`src/rtl/clk_rst_trace_pkg.sv`:
```
// Shared types and constants for the clock/reset trace engine.
// Record layout is {type, cnt, values} with the type bit in the MSB.
package clk_rst_trace_pkg;

   typedef enum logic [2:0] {IDLE, INIT, RUN, LOAD, PLAY} state_t;

   localparam logic MODE_DUMP   = 1'b0;
   localparam logic MODE_REPLAY = 1'b1;

   localparam logic REC_INIT    = 1'b0;
   localparam logic REC_CHANGE  = 1'b1;

   localparam int OVF_W = 16;

   function automatic logic [OVF_W-1:0] sat_inc(input logic [OVF_W-1:0] v);
      return (&v) ? v : v + OVF_W'(1);
   endfunction

endpackage

```
`src/rtl/trace_sync_fifo.sv`:
```
// Single-clock record FIFO; pointers carry an extra wrap bit to tell full from empty.
// A push while full is accepted when a pop happens on the same edge.
module trace_sync_fifo #(
   parameter int WIDTH = 8,
   parameter int DEPTH = 16
) (
   input  logic             clk,
   input  logic             rst,
   input  logic             push,
   input  logic [WIDTH-1:0] push_data,
   input  logic             pop,
   output logic [WIDTH-1:0] pop_data,
   output logic             full,
   output logic             empty
);
   localparam int AW = $clog2(DEPTH);

   logic [WIDTH-1:0] mem [DEPTH];
   logic [AW:0]      wr_ptr;
   logic [AW:0]      rd_ptr;
   logic             do_push;
   logic             do_pop;

   assign empty    = (wr_ptr == rd_ptr);
   assign full     = (wr_ptr[AW] != rd_ptr[AW]) && (wr_ptr[AW-1:0] == rd_ptr[AW-1:0]);
   assign do_pop   = pop && !empty;
   assign do_push  = push && (!full || do_pop);
   // Head reads as zero while empty so the output is clean out of reset.
   assign pop_data = empty ? '0 : mem[rd_ptr[AW-1:0]];

   always_ff @(posedge clk) begin
      if (rst) begin
         wr_ptr <= '0;
         rd_ptr <= '0;
      end else begin
         if (do_push) wr_ptr <= wr_ptr + (AW+1)'(1);
         if (do_pop)  rd_ptr <= rd_ptr + (AW+1)'(1);
      end
   end

   always_ff @(posedge clk) begin
      if (do_push) mem[wr_ptr[AW-1:0]] <= push_data;
   end

endmodule

```
`src/rtl/clk_rst_trace_engine.sv`:
```
// Clock/reset trace engine: dumps timestamped snapshots of monitored lines,
// or replays recorded snapshots onto drv_out at their recorded cycle counts.
module clk_rst_trace_engine
   import clk_rst_trace_pkg::*;
#(
   parameter int NUM_CH = 4,
   parameter int CNT_W  = 48,
   parameter int DEPTH  = 16
) (
   input  logic                  clk,
   input  logic                  rst,
   input  logic                  enable,
   input  logic                  mode,
   input  logic [NUM_CH-1:0]     mon_in,
   output logic                  rec_out_valid,
   input  logic                  rec_out_ready,
   output logic [CNT_W+NUM_CH:0] rec_out_data,
   input  logic                  rec_in_valid,
   output logic                  rec_in_ready,
   input  logic [CNT_W+NUM_CH:0] rec_in_data,
   output logic [NUM_CH-1:0]     drv_out,
   output logic [CNT_W-1:0]      clkcnt,
   output logic [OVF_W-1:0]      ovf_cnt,
   output logic                  late,
   output logic                  busy
);
   localparam int REC_W = 1 + CNT_W + NUM_CH;

   state_t            state;
   state_t            state_nxt;
   logic              enable_q;
   logic [NUM_CH-1:0] mon_q;
   logic [CNT_W-1:0]  hold_cnt;
   logic [NUM_CH-1:0] hold_vals;
   logic              hold_valid;
   logic              push;
   logic              pop;
   logic              full;
   logic              empty;
   logic              start;
   logic              load_init;
   logic              apply;
   logic [REC_W-1:0]  push_data;
   logic              in_type;
   logic [CNT_W-1:0]  in_cnt;
   logic [NUM_CH-1:0] in_vals;

   assign in_type       = rec_in_data[REC_W-1];
   assign in_cnt        = rec_in_data[REC_W-2:NUM_CH];
   assign in_vals       = rec_in_data[NUM_CH-1:0];
   assign busy          = (state != IDLE);
   assign rec_out_valid = !empty;
   assign pop           = !empty && rec_out_ready;

   always_ff @(posedge clk) begin
      if (rst) state <= IDLE;
      else     state <= state_nxt;
   end

   // Dropping enable wins over everything; no record is pushed or applied that cycle.
   always_comb begin
      state_nxt    = state;
      push         = 1'b0;
      push_data    = {REC_CHANGE, clkcnt, mon_in};
      rec_in_ready = 1'b0;
      start        = 1'b0;
      load_init    = 1'b0;
      apply        = 1'b0;
      if (!enable) begin
         state_nxt = IDLE;
      end else begin
         case (state)
            IDLE: if (!enable_q) begin
               start     = 1'b1;
               state_nxt = (mode == MODE_DUMP) ? INIT : LOAD;
            end
            INIT: begin
               push      = 1'b1;
               push_data = {REC_INIT, {CNT_W{1'b0}}, mon_in};
               state_nxt = RUN;
            end
            RUN:  push = (mon_in != mon_q);
            LOAD: begin
               rec_in_ready = 1'b1;
               if (rec_in_valid && in_type == REC_INIT) begin
                  load_init = 1'b1;
                  state_nxt = PLAY;
               end
            end
            PLAY: begin
               apply        = hold_valid && (clkcnt >= hold_cnt);
               rec_in_ready = !hold_valid || apply;
            end
            default: state_nxt = IDLE;
         endcase
      end
   end

   always_ff @(posedge clk) begin
      if (rst) begin
         enable_q   <= 1'b0;
         clkcnt     <= '0;
         mon_q      <= '0;
         hold_cnt   <= '0;
         hold_vals  <= '0;
         hold_valid <= 1'b0;
         drv_out    <= '0;
         ovf_cnt    <= '0;
         late       <= 1'b0;
      end else begin
         enable_q <= enable;
         if (start || load_init)  clkcnt <= '0;
         else if (state != IDLE)  clkcnt <= clkcnt + CNT_W'(1);
         // mon_q tracks the lines even when the record itself is dropped.
         if (enable && (state == INIT || state == RUN)) mon_q <= mon_in;
         if (push && full && !pop) ovf_cnt <= sat_inc(ovf_cnt);
         if (load_init) begin
            drv_out <= in_vals;
         end else if (apply) begin
            drv_out <= hold_vals;
            if (clkcnt > hold_cnt) late <= 1'b1;
         end
         if (!enable) begin
            hold_valid <= 1'b0;
         end else if (state == PLAY && rec_in_valid && rec_in_ready) begin
            hold_cnt   <= in_cnt;
            hold_vals  <= in_vals;
            hold_valid <= 1'b1;
         end else if (apply) begin
            hold_valid <= 1'b0;
         end
      end
   end

   trace_sync_fifo #(
      .WIDTH (REC_W),
      .DEPTH (DEPTH)
   ) u_fifo (
      .clk       (clk),
      .rst       (rst),
      .push      (push),
      .push_data (push_data),
      .pop       (pop),
      .pop_data  (rec_out_data),
      .full      (full),
      .empty     (empty)
   );

endmodule

```
`config.mk`:
```
export PLATFORM = sky130hd
export DESIGN_NAME = clk_rst_trace_engine
export DESIGN_NICKNAME = d
export VERILOG_FILES = /design/src/rtl/clk_rst_trace_pkg.sv /design/src/rtl/trace_sync_fifo.sv /design/src/rtl/clk_rst_trace_engine.sv
export SDC_FILE = /design/constraint.sdc
export NUM_CORES = 1
export LEC_CHECK = 0
export CAP_MARGIN = 20
export CORE_MARGIN = 5
export CORE_UTILIZATION = 55
export CTS_CLUSTER_SIZE = 16
export DETAILED_ROUTE_END_ITERATION = 7
export GPL_TIMING_DRIVEN = 1
export PLACE_DENSITY = 0.83
export SKIP_LAST_GASP = 1
export SLEW_MARGIN = 20
export SYNTH_ARGS = -nofsm -noshare
export SYNTH_HDL_FRONTEND = slang
export SYNTH_SLANG_ARGS = --single-unit
```
`constraint.sdc`:
```
create_clock -name clk -period 7.08 [get_ports clk]
set_clock_uncertainty 0.1 [all_clocks]
set_input_delay 1.416 -clock clk [delete_from_list [all_inputs] [get_ports clk]]
set_output_delay 1.416 -clock clk [all_outputs]
set_load 0.01 [all_outputs]
```
# After elaboration in Yosys (flattened, before gate mapping)
# Memory sizes are Yosys's and may differ from the RTL's. A register that Yosys moved wholly into a read port is not among the register bits.
# Index checks and enable logic that the tools add are counted.
word_totals:
  out_inout_bits: 125
  n_memories: 1
  wordCells: 92
  register_bits: 140
  ram_bits: 848
op_classes:
  eq_ne: 10
  reduce_logical: 31
  bitwise_logic: 5
  n_lt_le_gt_ge: 2
  n_mux: 27
  n_addsub: 4
mem_list:
  columns: ["memory", "words", "word_bits", "read_ports", "rd_ports_with_merged_regs", "wr", "line", "source"]
  rows:
  - ["u_fifo.mem", 16, 53, 1, 1, 1, "trace_sync_fifo.sv:18", "logic [WIDTH-1:0] mem [DEPTH];"]
ops:
  columns: ["operator", "count"]
  rows:
  - ["two-way mux 53 bit", 3]
  - ["adder 48 x 1 -> 48 bit, second input constant", 1]
  - ["greater-or-equal comparator 48 bit", 1]
  - ["> comparator 48 bit", 1]
  - ["adder 16 x 1 -> 16 bit, second input constant", 1]
  - ["two-way mux 4 bit", 4]
  - ["AND reduction 16 bit", 1]
  - ["two-way mux 1 bit", 14]
  - ["case mux 3 bit (4 select lines)", 1]
  - ["logical AND 1 bit", 11]
  - ["adder 5 x 1 -> 5 bit, second input constant", 2]
  - ["equality test 3 x 2 -> 1 bit, second input constant", 2]
  - ["two-way mux 3 bit", 2]
  - ["AND reduction 3 bit", 2]
  - ["OR reduction 2 bit", 3]
  - ["equality test 5 bit", 1]
  - ["inverter 1 bit", 5]
  - ["equality test 4 bit", 1]
  - ["zero test 1 bit", 4]
  - ["logical OR 1 bit", 4]
  - ["!= test 2 bit, second input constant", 2]
  - ["!= test 4 bit", 1]
  - ["case mux 1 bit (2 select lines)", 2]
  - ["AND reduction 2 bit", 2]
  - ["other kinds (7)", 8]

# Logic depth before layout (Yosys ltp)
depth:
  ltp_word: 8
  depth_mapped: 11

# Modules after synthesis
# Synthesis repeated with hierarchy kept, for this count alone.
unflattened:
  cells_unflattened: 2266
  area_unflattened_um2: 40030.9
modules_own_cells:
  columns: ["module", "area_per_inst_um2", "n_inst", "cells_each"]
  rows:
  - ["trace_sync_fifo", 32512.4, 1, 1387]
  - ["clk_rst_trace_engine", 7518.5, 1, 879]

# Least setup slack after synthesis
# OpenSTA, ideal clock, no wires.
synth_timing:
  path_kind: "input to register"
  startpoint: "input enable"
  endpoint: "memory u_fifo.mem[3][0] in the netlist's numbering (enable)"
  setup_ns: 0.529
  path_slack_ns: 0.471
  required_time_ns: 6.451
  arrival_time_ns: 5.980
  stages: 6
  cell_sequence: "inv_1 > nor3_4 > o21ai_1 > a21oi_2 > nand2_1 > nor3_1"
synth_via:
  elab_chain_len: 4
synth_lines:
  columns: ["item", "line", "source"]
  rows:
  - ["start: declaration", "clk_rst_trace_engine.sv:12", "input logic enable,"]
  - ["two-way mux 1 bit", "clk_rst_trace_engine.sv:69", "if (!enable) begin"]
  - ["logical AND 1 bit", "trace_sync_fifo.sv:27", "assign do_push = push && (!full || do_pop);"]
  - ["two-way mux 1 bit", "trace_sync_fifo.sv:42", "if (do_push) mem[wr_ptr[AW-1:0]] <= push_data;"]
  - ["two-way mux 1 bit (not written as such)", "trace_sync_fifo.sv:42", null]
  - ["end: declaration", "trace_sync_fifo.sv:18", null]
# No other way between the ends.

# Final worst setup path
layout_timing:
  startpoint: "register u_fifo.wr_ptr[2]"
  endpoint: "output rec_out_data[6]"
layout_via:
  elab_chain_len: 2
layout_lines:
  columns: ["item", "line", "source"]
  rows:
  - ["start: declaration", "trace_sync_fifo.sv:19", "logic [AW:0] wr_ptr;"]
  - ["start signal: assignment", "trace_sync_fifo.sv:36", "if (do_push) wr_ptr <= wr_ptr + (AW+1)'(1);"]
  - ["equality test 5 bit", "trace_sync_fifo.sv:24", "assign empty = (wr_ptr == rd_ptr);"]
  - ["two-way mux 53 bit", "trace_sync_fifo.sv:29", "assign pop_data = empty ? '0 : mem[rd_ptr[AW-1:0]];"]
  - ["end: declaration", "clk_rst_trace_engine.sv:17", "output logic [CNT_W+NUM_CH:0] rec_out_data,"]
# No other way between the ends.

==> run metrics <==
WHS 0.357 ns; Core Footprint 71,700 µm²; vias post-DR roughly 22,000; slowest CP cell and2_2; MaxCap Viol Count 0; I/O pins 188; Worst Setup End Kind primary output; design area 46,300 µm²; synthesized cell area 39,900 µm²; DP Area between 40,000 and 50,000 µm²; Worst Setup Path Type reg -> out; Initial Util 55.6%; Async SR Flop Fraction 0%; initial DRC count 2,672; final period utilization 82.0%; clk root buf clkbuf_16; crit-path max FO 35; Synth Warn # 0; internal power 9760 µW; # hold bufs at CTS 0; setup repair after global routing missed its margin no; final antenna-violating net count 0; Clock Tree Buf Depth 3; final design utilization 64.5%; sw frac between 20% and 30%; Slew Limit Fails 0; type of origin of the critical path register; final setup fails 0; Hold Crit Start hold_cnt[24]; Peak VDD IR 213 µV; Routed WL 100,000 µm; reg-to-reg endpoint u_fifo.mem[7][3]; register area share after synthesis 71.1%; Primary FF master, synth edfxtp_1; FF-to-FF path depth 7; H-tree depth 3; max_slew headroom about a quarter; CP cell instances xor2_1 -> nor4_2 -> and2_2 -> buf_4 -> nor2b_1 -> clkdlybuf4s50_1; Vias/cell 6.34; Comb power frac 7.1%; Setup TNS Final 0 ns; CP bufs+invs 2; Initial DRT Pass Iterations 6; CP Data Arrival Time 4.29 ns; Post-CTS Repair Setup Buffers 0; wire length of the first global-routing pass about 150,000 µm; ratio of cells with drive above 1 in the final layout 20.3%; result of the run finished clean; flops & latches, synth a little under 1,000; GRT overflow 0; Top Family by Delay on Critical Path simple AND/OR/NAND/NOR gates; Clock Pin Slew Worst Setup and Hold Paths 0.06 ns; clk_lat worst skew 0.67 ns; Mapped Cells 2,184; most area-hungry cell type in the Yosys netlist edfxtp_1; Clock power frac 42.3%; Yosys top cell area share 63.9%; Die Y 279 µm; fin crit period 5.81 ns; largest net degree at the start of global routing 115; syn nets approximately 2,300; LEAKAGE 0.0152 µW; Final nets 2,519; CTS tree done; setup slack after layout 1.27 ns; number of flops mapped to enable cells by yosys 848; Hold Crit Class reg -> reg; reg2reg start state[0]; Cell variety after synth 52; # DRC 0; Synth Area per Inst 18.3 µm²; Critical Path Stages 6; Least-Margin Pin Slew 1.13 ns; Area Overhead vs Synth 16.2%; Final HPWL DP 55,600 µm; vias in the first global route roughly 23,000; top cells by area, synth edfxtp_1 (64%), mux4_2 (15%), dfxtp_1 (7.2%), ha_1 (1.7%), nor2b_1 (1.6%); Avg WL per Cell 29.2 µm; Fmax achieved 0.172 GHz; # rows 98; Die ar. roughly 78,000 µm²; worst slack, placed 1.67 ns; Critical Path RT 5.56 ns; Inserted Clock Buffers 96; Horiz. Die Dim roughly 280 µm; slowest stage delay, CP 0.95 ns; hold path endpoint hold_cnt[24]; final hold violations 0; power per cell area approximately 270 nW/µm²; Sw Pwr 2710 µW; initial antenna violation count 8; Flop pwr share 50.6%; CTS Sinks around 1,000; GRT Total Usage 25.7%; GP Congestion 0.832; r2r setup slk 2.98 ns; Worst Hold Path Cells 2; cells resized by post-CTS repair 0; IO Port Bufs approximately 190
## worst max path at each step
stage	end	from
after floorplan	u_fifo.mem[3][0]	enable
after global placement	u_fifo.mem[7][41]	enable
after detailed placement	u_fifo.mem[7][43]	mon_in[1]
after CTS	rec_out_data[6]	u_fifo.wr_ptr[2]
after global routing	rec_out_data[6]	u_fifo.wr_ptr[2]
final	rec_out_data[6]	u_fifo.wr_ptr[2]
## cell usage after synthesis (3+ instances only)
| cell type | instances |
|---|---|
| nor2b_1 | 101 |
| and2_1 | 4 |
| clkbuf_1 | 71 |
| nor4_1 | 4 |
| a31oi_1 | 3 |
| xor2_1 | 51 |
| buf_4 | 6 |
| xnor2_1 | 23 |
| o21ai_0 | 16 |
| a211oi_1 | 3 |
| inv_1 | 60 |
| o211ai_1 | 5 |
| or3_1 | 6 |
| nand2_1 | 149 |
| nor3_1 | 11 |
| buf_1 | 6 |
| and3_1 | 18 |
| nand4_1 | 19 |
| nand3_1 | 37 |
| a21oi_1 | 32 |
| or2_2 | 3 |
| mux2i_1 | 60 |
| and4_1 | 11 |
| nand2b_1 | 4 |
| mux4_2 | 265 |
| buf_2 | 23 |
| o2111ai_1 | 4 |
| edfxtp_1 | 848 |
| dfxtp_1 | 144 |
| ha_1 | 55 |
| nor2_1 | 116 |
## logic make-up after synthesis
kind of cell | Yosys count | synth area share [%]
flops | 992 | 71.1
xor+xnor | 74 | 1.63
mux | 326 | 16.5
compound gates | 79 | 1.23
buf+inv | 169 | 1.76
simple gates | 489 | 6.04
fa+ha+maj | 55 | 1.73
## area by class of cell
cell class / count / area (µm²)
clock buffer: 115 / 2490
fill: 4423 / 25400
clock inverter: 67 / 753
tap: 950 / 1190
timing repair buffer: 227 / 2250
inverter: 61 / 230
sequential: 992 / 28400
multi-input combinational: 1023 / 11000
antenna: 1 / 2.50
## worst register-to-register path: cells and delay by family (launching register included)
kind / cells / cell delay, ns
flops: 1 / 0.49
simple gates: 3 / 1.69
compound gates: 3 / 0.77
buf+inv: 1 / 0.65
## cells in the final DEF, fill, tap and decap left out, types with 6 or more instances in the layout
cell type	netlist	layout
a21oi_1	32	32
and3_1	18	17
and4_1	11	11
buf_4	6	34
bufinv_16	0	13
clkbuf_1	71	17
clkbuf_16	0	96
clkdlybuf4s50_1	0	187
clkinv_1	1	25
clkinv_2	0	14
dfxtp_1	144	140
edfxtp_1	848	848
ha_1	55	55
inv_1	60	60
mux2i_1	60	60
mux4_2	265	265
nand2_1	149	149
nand3_1	37	37
nand4_1	19	19
nor2_1	116	102
nor2_4	0	12
nor2b_1	101	82
nor2b_2	0	19
nor3_1	11	7
o21ai_0	16	16
or3_1	6	6
xnor2_1	23	23
xor2_1	51	51
## power groups by stage
stage | registers [µW] | clock network, µW | logic (µW)
2_1_floorplan | 6420 | 0 | 562
3_3_place_gp | 6450 | 0 | 826
3_5_place_dp | 6450 | 0 | 843
4_1_cts | 6330 | 5310 | 870
5_1_grt | 6310 | 5590 | 941
6_report | 6310 | 5280 | 881
## stage by stage
stage          instances  power, µW
2_1_floorplan       2184       6980
3_3_place_gp        3252       7280
3_5_place_dp        3252       7300
4_1_cts             3434      12500
5_1_grt             3435      12800
6_report            3436      12500
## state kept, by name (all words and copies together) (netlist names), named ones only
signal	flops
ovf_cnt	16
enable_q	1
u_fifo.mem	848
state	3
u_fifo.wr_ptr	5
mon_q	4
hold_valid	1
clkcnt	48
late	1
drv_out	4
u_fifo.rd_ptr	5
hold_vals	4
hold_cnt	48
## routing by layer
layer | GRT usage [%] | wire, µm | part of all wire [%] | vias to the layer above
met5 | 0 | 70 | 0.070 | -
met4 | 7.58 | 2800 | 2.8 | 10
met3 | 6.21 | 10300 | 10 | 212
met2 | 43.1 | 50500 | 50 | 1462
met1 | 34.0 | 36700 | 37 | 11100
li1 | - | - | - | 8980
Note: power is estimated with default switching activity, not from simulation.
